[src/rtl/matrix_operand_fetch.sv]
// matrix_operand_fetch
//   Walks an NxN operand pair (N = matrix_size + 2) held row-major in two synchronous element
//   RAMs and streams one {A, B} pair per element on a valid/ready interface. A 2-entry FIFO
//   absorbs the 1-cycle RAM read latency, so backpressure never drops a pair.
// Ports
//   clk, rst                 clock (rising edge), asynchronous active-low reset
//   start, op_code,
//   matrix_size              fetch request; op_code/size latched when start is accepted in IDLE
//   mem_rd_en, mem_addr      shared read strobe/address for RAM A and RAM B
//   mem_data_a, mem_data_b   RAM read data, valid the cycle after mem_rd_en
//   out_valid, out_ready     output handshake, transfer = out_valid & out_ready
//   out_op_code, out_size    latched request fields
//   out_operand1/2           element of A / element of B
//   out_index, out_last      linear index r*N+c and last-element flag of the FIFO head
//   busy, done               FETCH/DRAIN indicator, 1-cycle pulse after the last transfer
module matrix_operand_fetch #(
  parameter int unsigned DATA_W  = 8,
  parameter int unsigned MAX_DIM = 5,
  parameter int unsigned ADDR_W  = 5
) (
  input  logic              clk,
  input  logic              rst,
  input  logic              start,
  input  logic [2:0]        op_code,
  input  logic [1:0]        matrix_size,
  output logic              mem_rd_en,
  output logic [ADDR_W-1:0] mem_addr,
  input  logic [DATA_W-1:0] mem_data_a,
  input  logic [DATA_W-1:0] mem_data_b,
  output logic              out_valid,
  input  logic              out_ready,
  output logic [2:0]        out_op_code,
  output logic [1:0]        out_size,
  output logic [DATA_W-1:0] out_operand1,
  output logic [DATA_W-1:0] out_operand2,
  output logic [4:0]        out_index,
  output logic              out_last,
  output logic              busy,
  output logic              done
);

  typedef enum logic [1:0] {StIdle, StFetch, StDrain, StDone} state_e;

  localparam logic [ADDR_W-1:0] Stride = ADDR_W'(MAX_DIM);

  state_e            state_q;
  logic [2:0]        op_q;
  logic [1:0]        size_q;
  logic [2:0]        row_q, col_q;
  logic [4:0]        idx_q;

  // Read in flight: its index/last travel alongside the RAM latency.
  logic              inflight_q;
  logic [4:0]        infl_idx_q;
  logic              infl_last_q;

  logic [DATA_W-1:0] fa_q [2];
  logic [DATA_W-1:0] fb_q [2];
  logic [4:0]        fi_q [2];
  logic              fl_q [2];
  logic              rd_ptr_q, wr_ptr_q;
  logic [1:0]        count_q;

  logic [2:0]        nm1;
  logic              last_issue;
  logic              pop_now;
  logic              credit;

  assign nm1        = {1'b0, size_q} + 3'd1;
  assign last_issue = (row_q == nm1) && (col_q == nm1);
  assign pop_now    = out_valid & out_ready;
  // fifo_count + inflight - pop_now < 2, rearranged to avoid unsigned underflow.
  assign credit     = ({1'b0, count_q} + {2'b00, inflight_q}) < (3'd2 + {2'b00, pop_now});

  assign mem_rd_en  = (state_q == StFetch) && credit;
  assign mem_addr   = mem_rd_en ? (ADDR_W'(row_q) * Stride + ADDR_W'(col_q)) : '0;

  assign out_valid    = (count_q != 2'd0);
  assign out_operand1 = out_valid ? fa_q[rd_ptr_q] : '0;
  assign out_operand2 = out_valid ? fb_q[rd_ptr_q] : '0;
  assign out_index    = out_valid ? fi_q[rd_ptr_q] : '0;
  assign out_last     = out_valid ? fl_q[rd_ptr_q] : 1'b0;
  assign out_op_code  = op_q;
  assign out_size     = size_q;
  assign busy         = (state_q == StFetch) || (state_q == StDrain);
  assign done         = (state_q == StDone);

  always_ff @(posedge clk or negedge rst) begin
    if (!rst) begin
      state_q     <= StIdle;
      op_q        <= '0;
      size_q      <= '0;
      row_q       <= '0;
      col_q       <= '0;
      idx_q       <= '0;
      inflight_q  <= 1'b0;
      infl_idx_q  <= '0;
      infl_last_q <= 1'b0;
      rd_ptr_q    <= 1'b0;
      wr_ptr_q    <= 1'b0;
      count_q     <= '0;
      for (int i = 0; i < 2; i++) begin
        fa_q[i] <= '0;
        fb_q[i] <= '0;
        fi_q[i] <= '0;
        fl_q[i] <= 1'b0;
      end
    end else begin
      inflight_q <= mem_rd_en;
      if (mem_rd_en) begin
        infl_idx_q  <= idx_q;
        infl_last_q <= last_issue;
      end

      // The credit rule guarantees a push never lands in a full FIFO.
      if (inflight_q) begin
        fa_q[wr_ptr_q] <= mem_data_a;
        fb_q[wr_ptr_q] <= mem_data_b;
        fi_q[wr_ptr_q] <= infl_idx_q;
        fl_q[wr_ptr_q] <= infl_last_q;
        wr_ptr_q       <= ~wr_ptr_q;
      end
      if (pop_now) rd_ptr_q <= ~rd_ptr_q;
      count_q <= count_q + {1'b0, inflight_q} - {1'b0, pop_now};

      case (state_q)
        StIdle: begin
          if (start) begin
            state_q <= StFetch;
            op_q    <= op_code;
            size_q  <= matrix_size;
            row_q   <= '0;
            col_q   <= '0;
            idx_q   <= '0;
          end
        end
        StFetch: begin
          if (mem_rd_en) begin
            idx_q <= idx_q + 5'd1;
            if (col_q == nm1) begin
              col_q <= '0;
              row_q <= row_q + 3'd1;
            end else begin
              col_q <= col_q + 3'd1;
            end
            if (last_issue) state_q <= StDrain;
          end
        end
        StDrain: begin
          if (pop_now && out_last) state_q <= StDone;
        end
        StDone: begin
          state_q <= StIdle;
        end
        default: state_q <= StIdle;
      endcase
    end
  end

endmodule

[config.mk]
export PLATFORM = sky130hd
export DESIGN_NAME = matrix_operand_fetch
export DESIGN_NICKNAME = d
export VERILOG_FILES = /design/src/rtl/matrix_operand_fetch.sv
export SDC_FILE = /design/constraint.sdc
export NUM_CORES = 1
export LEC_CHECK = 0
export CORE_UTILIZATION = 39
export DETAILED_ROUTE_END_ITERATION = 12
export DONT_BUFFER_PORTS = 1
export GPL_TIMING_DRIVEN = 0
export PLACE_DENSITY_LB_ADDON = 0.25
export SKIP_LAST_GASP = 1
export SLEW_MARGIN = 40
export SYNTH_ARGS = -nofsm -noshare
export SYNTH_HDL_FRONTEND = slang
export SYNTH_SLANG_ARGS = --single-unit
[constraint.sdc]
create_clock -name clk -period 2.6 [get_ports clk]
set_input_delay 0.26 -clock clk [delete_from_list [all_inputs] [get_ports clk]]
set_output_delay 0.26 -clock clk [all_outputs]
set_load 0.02 [all_outputs]
==> impl_metrics.tcl, run 1 <==
set metrics [dict create \
    cpMaxStageDelayCell "dfrtp_2" \
    drtPass1Iterations 4 \
    ys.flop_type "dfrtp_1" \
    cts.sinks 73 \
    synth_fa_ha_area_frac 0.0721 \
    crit_path_max_incr_delay_ps 430 \
    synthSimpleGateAreaFrac 0.0955 \
    final_cell_area_um2 4200 \
    cpMostUsedCell "ha_1" \
    vdd_ir_drop_max_uv 469 \
    start_kind "flop" \
    grt_max_degree 74 \
    maxSlewViolCount 0 \
    whs_endpoint "fb_q[0]$_DFFE_PN0P_" \
    wl_per_cell_um 15.6 \
    start_util 0.404 \
    antenna_found_initial 0 \
    rows 35 \
    muxShareOfSynthArea 0.232 \
    dp.final_hpwl_mm 5.10 \
    cp-end-kind "output pin" \
    rr_endpoint "state_q[0]$_DFFE_PN0P_" \
    rr_worst_depth 6 \
    grt_overflow 0 \
    numPortBuffers 0 \
    syn_area_per_cell_um2 11.9 \
    worstMarginPinSlew_ps 785 \
    r2r-start "out_size[0]$_DFFE_PN0P_" \
    synthToLayoutAreaGrowth_pct 11.9 \
    vias_per_cell 5.21 \
    worstSetupPathType "flop to output pin" \
    hold_viol 0 \
    path_clk_slew_ps 80 \
    htreeDepth 3 \
    max-slew-margin-rel 0.476 \
    clk_latency_ps 340 \
    grt_pass1_vias 2372 \
    hp-class "input pin to flop" \
    syn_inst 316 \
    synth_cell_type_count 42 \
    vias 2423 \
    rrSetupSlack_ps 250 \
    drt.antenna.violating_nets 0 \
    yosysWarnings 0 \
    synth_top_family_by_area "multiplexers" \
    drive_gt1_frac 0.262 \
    setup_viol 0 \
    fillers 890 \
    clk_path_buf_depth 2 \
    whs_path_depth 1 \
    path_delay_family "adder cells" \
    clockRootBuffer "clkbuf_8" \
    status "complete, no violations" \
    synth-compound-area-share 0.0574 \
    synthArstFlopShare 1.00 \
    leakage_uw 0.00198 \
    final.setup.tns_ps 0 \
    arrival_ps 2260 \
    postPlaceCellArea_um2 3910 \
    die_w_um 100 \
    ys_seq_area_frac 0.487 \
    synth-seq-cells 73 \
    drv_cap 0 \
    required_ps 2340 \
    die_area_um2 10000 \
    period_needed_ps 2520 \
    syn-num-nets 362 \
    remaining_drc_errors 0 \
    crit_fanout 2 \
    synth_xor_area_frac 0.0304 \
    skew_ps 15.4 \
    synthTopCellsByArea "dfrtp_1 49%, mux2_2 17%, ha_1 6.7%" \
    rsz0062_at_grt "no" \
    path_buf_inv 0 \
    finalCritPeriodShare 0.970 \
    grt_first_pass_wirelength_mm 11.9 \
    gp_congestion 0.744 \
    synth_edf_count 0 \
    fin_nets 377 \
    cts_buffers 9 \
    syn_area_um2 3750 \
    die_h_um 100 \
    fmax_mhz 397 \
    powerDensity_nw_per_um2 1290 \
    core_um2 9280 \
    cts_tree "built" \
    first_iter_violations 44 \
    hp-start "mem_data_b[0]" \
    routed_wl_mm 7.24 \
    num_io_pins 61 \
    cp_cell_sequence "ha_1 > ha_4 > ha_1 > a21o_1 > a21oi_1 > xnor2_1 > nor2_2" \
    n_antenna_cell 0 \
    grt_use_total 0.154 \
    yosysTopAreaCell "dfrtp_1" \
    netlist.area_leader.share 0.487 \
]
==> cells in the final DEF, fill, tap and decap left out, drive strengths merged, types with 3 or more instances in the layout <==
| cell type | netlist | final |
|---|---|---|
| nand2 | 13 | 13 |
| buf | 5 | 8 |
| o21ai | 4 | 4 |
| nor3 | 3 | 3 |
| dfrtp | 73 | 73 |
| mux2i | 25 | 25 |
| xor2 | 3 | 3 |
| nand3 | 9 | 9 |
| xnor2 | 10 | 10 |
| a21oi | 3 | 3 |
| mux2 | 55 | 55 |
| inv | 12 | 12 |
| a31oi | 3 | 3 |
| a211o | 3 | 3 |
| nor2 | 36 | 36 |
| and3 | 5 | 5 |
| clkbuf | 8 | 20 |
| ha | 20 | 20 |
==> worst max path at each step <==
stage                     cells after the start           to                 start  slack [ps]
after floorplan                               7  mem_addr[4]  row_q[0]$_DFFE_PN0P_         330
after global placement                        7  mem_addr[4]  row_q[0]$_DFFE_PN0P_         230
after detailed placement                      7  mem_addr[4]  row_q[0]$_DFFE_PN0P_         200
after CTS                                     7  mem_addr[4]  row_q[0]$_DFFE_PN0P_          40
after global routing                          7  mem_addr[4]  row_q[0]$_DFFE_PN0P_          10
final                                         7  mem_addr[4]  row_q[0]$_DFFE_PN0P_          80
==> cells in the mapped netlist (3+ instances only) <==
cell and instances:
nand2_1 13, xor2_1 3, mux2_2 55, buf_1 4, dfrtp_1 73, ha_1 20, a31oi_1 3, clkbuf_1 8
a21oi_1 3, mux2i_1 25, xnor2_1 10, nand3_1 8, nor2_1 36, inv_1 12, a211o_1 3, nor3_1 3
and3_1 5
==> what timing repair did <==
action	CTS	global route
setup buffers	2	0
endpoints found under the setup margin	3	2
hold endpoints to repair	73	0
gates cloned	0	0
resized for setup	6	1
hold buffers	2	0
pin swaps	1	1
==> metrics by stage <==
stage	hold WS [ps]	power (µW)	cells	setup slack [ps]	utilization
after floorplan	-35.6	4020	316	329	-
after global placement	-34.0	4420	445	231	0.421
after detailed placement	-33.4	4510	445	198	0.421
final	58.7	5400	465	78.4	0.452
after global routing	38.3	5790	465	10.4	0.452
after CTS	45.7	5480	465	40.0	0.452
==> registers in the layout, indices dropped and copies added, names as in the netlist <==
register	count
fl_q	2
inflight_q	1
col_q	3
state_q	2
fa_q	16
fb_q	16
out_op_code	3
infl_idx_q	5
fi_q	10
idx_q	5
count_q	2
wr_ptr_q	1
row_q	3
rd_ptr_q	1
infl_last_q	1
out_size	2
==> per-layer routing <==
metal | part of all wire | vias to the layer above | global-route usage | routed length (µm)
met3 | 0.056 | 13 | 0.0446 | 407
li1 | - | 1147 | - | -
met4 | 0.016 | 0 | 0.0647 | 113
met5 | 0 | - | 0 | 0
met1 | 0.46 | 1209 | 0.192 | 3310
met2 | 0.47 | 54 | 0.253 | 3410
==> power breakdown <==
group,internal (µW),switching [µW]
Combinational,1000,1510
Sequential,1620,351
Clock,496,420
Total,3120,2290
==> area by class of cell <==
class                           instances  area (µm²)  area share
Inverter                               12        45.0      0.0107
Clock inverter                          4        51.3      0.0122
Sequential cell                        73        1830       0.436
Multi-Input combinational cell        218        1850       0.441
Clock buffer                           12         155      0.0370
Buffer                                 13        51.3      0.0122
Timing Repair Buffer                    4        52.6      0.0125
Tap cell                              129         161      0.0385
==> cells by family after synthesis <==
group / count (synthesis)
muxes: 80
and+or+nand+nor: 77
DFF: 73
AOI/OAI and AO/OA: 27
buffers and inverters: 25
adders and majority gates: 21
xor gates and xnor gates: 13
(Power assumes the default switching activity.)
==> run 2, diff against run 1 <==
==> constraint.sdc (replaced) <==
create_clock -name clk -period 2.8 [get_ports clk]
set_input_delay 0.28 -clock clk [delete_from_list [all_inputs] [get_ports clk]]
set_output_delay 0.28 -clock clk [all_outputs]
set_load 0.02 [all_outputs]
==> impl_metrics.tcl, run 2 (synthesis gave the netlist of run 1 again) <==
set metrics [dict create \
    skew_ps 15.6 \
    grt_pass1_vias 2370 \
    final_cell_mix "72 x dfrtp_1, 55 x mux2_2, 35 x nor2_1" \
    powerDensity_nw_per_um2 1200 \
    drv_cap 0 \
    grt_max_degree 74 \
    rsz0062_at_grt "no" \
    rows 35 \
    max-slew-margin-rel 0.477 \
    clk_path_buf_depth 2 \
    path_clk_slew_ps 80 \
    cts_buffers 9 \
    antenna_found_initial 0 \
    start_kind "flop" \
    drtPass1Iterations 4 \
    remaining_drc_errors 0 \
    grt_overflow 0 \
    num_io_pins 61 \
    wl_per_cell_um 15.4 \
    arrival_ps 2400 \
    clockRootBuffer "clkbuf_8" \
    drt.antenna.violating_nets 0 \
    die_w_um 100 \
    fin_nets 375 \
    vdd_ir_drop_max_uv 435 \
    cp-end-kind "output pin" \
    final_common_cell "dfrtp_1" \
    clk_latency_ps 340 \
    setup_viol 0 \
    worstSetupPathType "flop to output pin" \
    fin_util 0.448 \
    crit_fanout 7 \
    grt_first_pass_wirelength_mm 11.8 \
    grt_use_total 0.154 \
    maxSlewViolCount 0 \
    dp.final_hpwl_mm 5.10 \
    cts.sinks 73 \
    drive_gt1_frac 0.246 \
    core_um2 9280 \
    final.setup.tns_ps 0 \
    gp_congestion 0.744 \
    cts_tree "built" \
    worstMarginPinSlew_ps 785 \
    routed_wl_mm 7.15 \
    numPortBuffers 0 \
    htreeDepth 3 \
    die_area_um2 10000 \
    hold_viol 0 \
    leakage_uw 0.00197 \
    period_needed_ps 2680 \
    vias 2412 \
    n_antenna_cell 0 \
    start_util 0.404 \
    synthToLayoutAreaGrowth_pct 11.0 \
    status "complete, no violations" \
    largestRegisters "fa_q (16), fb_q (16), fi_q (10)" \
    hp-class "input pin to flop" \
    finalCritPeriodShare 0.956 \
    fmax_mhz 374 \
    first_iter_violations 42 \
    required_ps 2520 \
    total_power_uw 5000 \
    die_h_um 100 \
    postCtsSetupBuffers 0 \
    vias_per_cell 5.21 \
    hold_slack_ps 80.2 \
]
run 2: changes by cell type in the layout (fill, tap and decap cells not counted):
cell,previous run,this run
nor2_2,2,1
ha_1,19,20
clkbuf_1,8,9
buf_4,2,0
dfrtp_1,71,72
dfrtp_2,2,1
ha_4,1,0
nor2_1,34,35
clkbuf_2,1,0
run 2: repair_timing:
| item | CTS | global route |
|---|---|---|
| endpoints found under the hold margin | 73 | 0 |
| pin swaps | 0 | 1 |
| endpoints found under the setup margin | 1 | 2 |
| gates resized for setup | 1 | 2 |
| hold buffers | 2 | 0 |
run 2: final cells by class:
type	count	area, µm²
timing repair buffer	2	37.5
clock inverter	4	51.3
clock buffer	12	155
fill	896	5120
inverter	12	45.0
buffer	13	50.0
tap	129	161
multi-input combinational	218	1830
sequential	73	1830
run 2: final timing paths:
path                                               from                endpoint  slack, ps  depth (start not counted)
min in group asynchronous                           rst     fa_q[0]$_DFFE_PN0P_        480                          2
max in group asynchronous                           rst    row_q[0]$_DFFE_PN0P_       1990                          2
worst max-delay path               row_q[0]$_DFFE_PN0P_             mem_addr[4]        120                          7
worst min register to register     wr_ptr_q$_DFFE_PN0P_    wr_ptr_q$_DFFE_PN0P_        500                          1
worst min-delay path                      mem_data_b[0]     fb_q[0]$_DFFE_PN0P_         80                          1
worst max register to register  out_size[0]$_DFFE_PN0P_  state_q[0]$_DFFE_PN0P_        450                          6
run 2: metal layers:
| metal | wire length, µm | up-vias | track usage |
|---|---|---|---|
| met5 | 0 | - | 0 |
| met4 | 96 | 0 | 0.0647 |
| met3 | 443 | 9 | 0.0439 |
| met2 | 3390 | 58 | 0.251 |
| met1 | 3220 | 1205 | 0.191 |
| li1 | - | 1140 | - |
run 2: worst max-delay path, cell delays in order (launching register included):
cell     delay, ps
dfrtp_2        470
ha_1           310
ha_1           320
ha_1           300
a21o_1         160
a21oi_1        160
xnor2_1        100
nor2_2         240
run 2: power by group:
part / internal [µW] / total (µW) / switching [µW]
logic: 923 / 2320 / 1400
registers: 1500 / 1830 / 329
clock network: 461 / 849 / 388
run 2: metrics by stage:
step,setup slack (ps),cells,area [µm²]
final,123,463,4160
after floorplan,509,316,3750
after global routing,10.3,463,4160
after detailed placement,378,445,3910
after global placement,411,445,3910
after CTS,65.4,463,4160
==> run 3, diff against run 2 <==
--- a/config.mk
+++ b/config.mk
@@ -9,7 +9,7 @@
 export DETAILED_ROUTE_END_ITERATION = 12
 export DONT_BUFFER_PORTS = 1
 export GPL_TIMING_DRIVEN = 0
-export PLACE_DENSITY_LB_ADDON = 0.25
+export PLACE_DENSITY = 0.5
 export SKIP_LAST_GASP = 1
 export SLEW_MARGIN = 40
 export SYNTH_ARGS = -nofsm -noshare
==> impl_metrics.tcl, run 3 (synthesis gave the netlist of run 1 again) <==
set metrics [dict create \
    period_needed_ps 2670 \
    drive_gt1_frac 0.246 \
    arrival_ps 2390 \
    dp_cells 445 \
    cts_tree "built" \
    grt_max_degree 74 \
    start_util 0.404 \
    crit_fanout 7 \
    fin_cells 463 \
    hold_viol 0 \
    skew_ps 6.98 \
    rows 35 \
    die_h_um 100 \
    antenna_found_initial 0 \
    multi_input_area_um2 1830 \
    final.setup.tns_ps 0 \
    fin_nets 375 \
    vdd_ir_drop_max_uv 348 \
    final-seq-area_um2 1830 \
    grt_first_pass_wirelength_mm 12.2 \
    dp.final_hpwl_mm 5.12 \
    numPortBuffers 0 \
    worstMarginPinSlew_ps 805 \
    num_io_pins 61 \
    grt_use_total 0.158 \
    fillers 916 \
    cts.sinks 73 \
    synthToLayoutAreaGrowth_pct 11.3 \
    worstSetupPathType "flop to output pin" \
    vias 2373 \
    path_clk_slew_ps 80 \
    largestRegisters "fa_q (16), fb_q (16), fi_q (10)" \
    final_cell_area_um2 4170 \
    die_w_um 100 \
    vias_per_cell 5.13 \
    fmax_mhz 374 \
    maxSlewViolCount 0 \
    core_um2 9280 \
    cp-end-kind "output pin" \
    clk_latency_ps 340 \
    htreeDepth 3 \
    drv_cap 0 \
    clockRootBuffer "clkbuf_8" \
    drtPass1Iterations 6 \
    leakage_uw 0.00198 \
    powerDensity_nw_per_um2 1210 \
    routed_wl_mm 7.24 \
    status "complete, no violations" \
    max-slew-margin-rel 0.463 \
    start_kind "flop" \
    first_iter_violations 27 \
    rsz0062_at_grt "yes" \
    finalCritPeriodShare 0.955 \
    hp-class "input pin to flop" \
    required_ps 2520 \
    grt_pass1_vias 2407 \
    grt_overflow 0 \
    remaining_drc_errors 0 \
    postPlaceCellArea_um2 3910 \
    setup_viol 0 \
    total_power_uw 5070 \
    clk_path_buf_depth 2 \
    gp_congestion 0.766 \
    wl_per_cell_um 15.6 \
    final_common_cell "dfrtp_1" \
    fin_util 0.449 \
    cts_buffers 9 \
    drt.antenna.violating_nets 0 \
    final_cell_mix "73 x dfrtp_1, 55 x mux2_2, 35 x nor2_1" \
    die_area_um2 10000 \
    n_antenna_cell 0 \
]
==> run 3: cell count changes in the layout (fill, tap and decap cells not counted) <==
cell,before,now
clkbuf_8,11,9
clkinv_2,1,3
bufinv_16,1,2
clkbuf_1,9,8
clkinvlp_4,1,0
dfrtp_1,72,73
dfrtp_2,1,0
inv_6,0,1
==> run 3: worst max-delay path, stage by stage, from the launching register on <==
cell and delay (ps):
dfrtp_1 470, ha_1 330, ha_1 320, ha_1 300, a21o_1 160, a21oi_1 160, xnor2_1 100, nor2_2 210
==> run 3: stage by stage <==
| step | setup WS (ps) | hold WS, ps |
|---|---|---|
| 6_report | 126 | 83.5 |
| 5_1_grt | -21.7 | 56.7 |
| 4_1_cts | 14.5 | 64.8 |
| 3_5_place_dp | 395 | -13.8 |
| 3_3_place_gp | 401 | -13.9 |
| 2_1_floorplan | 509 | -15.6 |
==> run 3: repair_timing <==
action	4_1_cts	5_1_grt
endpoints found under the setup margin	0	2
setup buffers	0	0
hold buffers	2	0
resized for setup	0	2
hold endpoints to repair	73	0
==> run 3: metal layers <==
metal  vias up  track usage  wire length, µm
met3         5       0.0390              378
met2        48        0.256             3360
met5         -            0                0
met1      1179        0.204             3440
li1       1141            -                -
met4         0       0.0635               65
==> run 3: area by class of cell <==
| class | instances | area share |
|---|---|---|
| Tap cell | 129 | 0.0387 |
| Timing Repair Buffer | 2 | 0.00900 |
| Inverter | 12 | 0.0108 |
| Clock inverter | 7 | 0.0222 |
| Buffer | 13 | 0.0120 |
| Multi-Input combinational cell | 218 | 0.440 |
| Sequential cell | 73 | 0.438 |
| Clock buffer | 9 | 0.0297 |
==> run 3: final timing paths <==
kind | cells past startpoint | from | slack, ps | end
max | 7 | row_q[0]$_DFFE_PN0P_ | 130 | mem_addr[4]
max reg2reg | 6 | out_size[0]$_DFFE_PN0P_ | 490 | state_q[0]$_DFFE_PN0P_
max in group asynchronous | 2 | rst | 2020 | fa_q[10]$_DFFE_PN0P_
min in group asynchronous | 2 | rst | 470 | fb_q[1]$_DFFE_PN0P_
min reg2reg | 1 | wr_ptr_q$_DFFE_PN0P_ | 500 | wr_ptr_q$_DFFE_PN0P_
min | 1 | mem_data_b[5] | 80 | fb_q[5]$_DFFE_PN0P_
==> run 3: power by group <==
group	internal (µW)	switching, µW
registers	1500	332
clock network	502	403
logic	922	1410
total	2930	2140
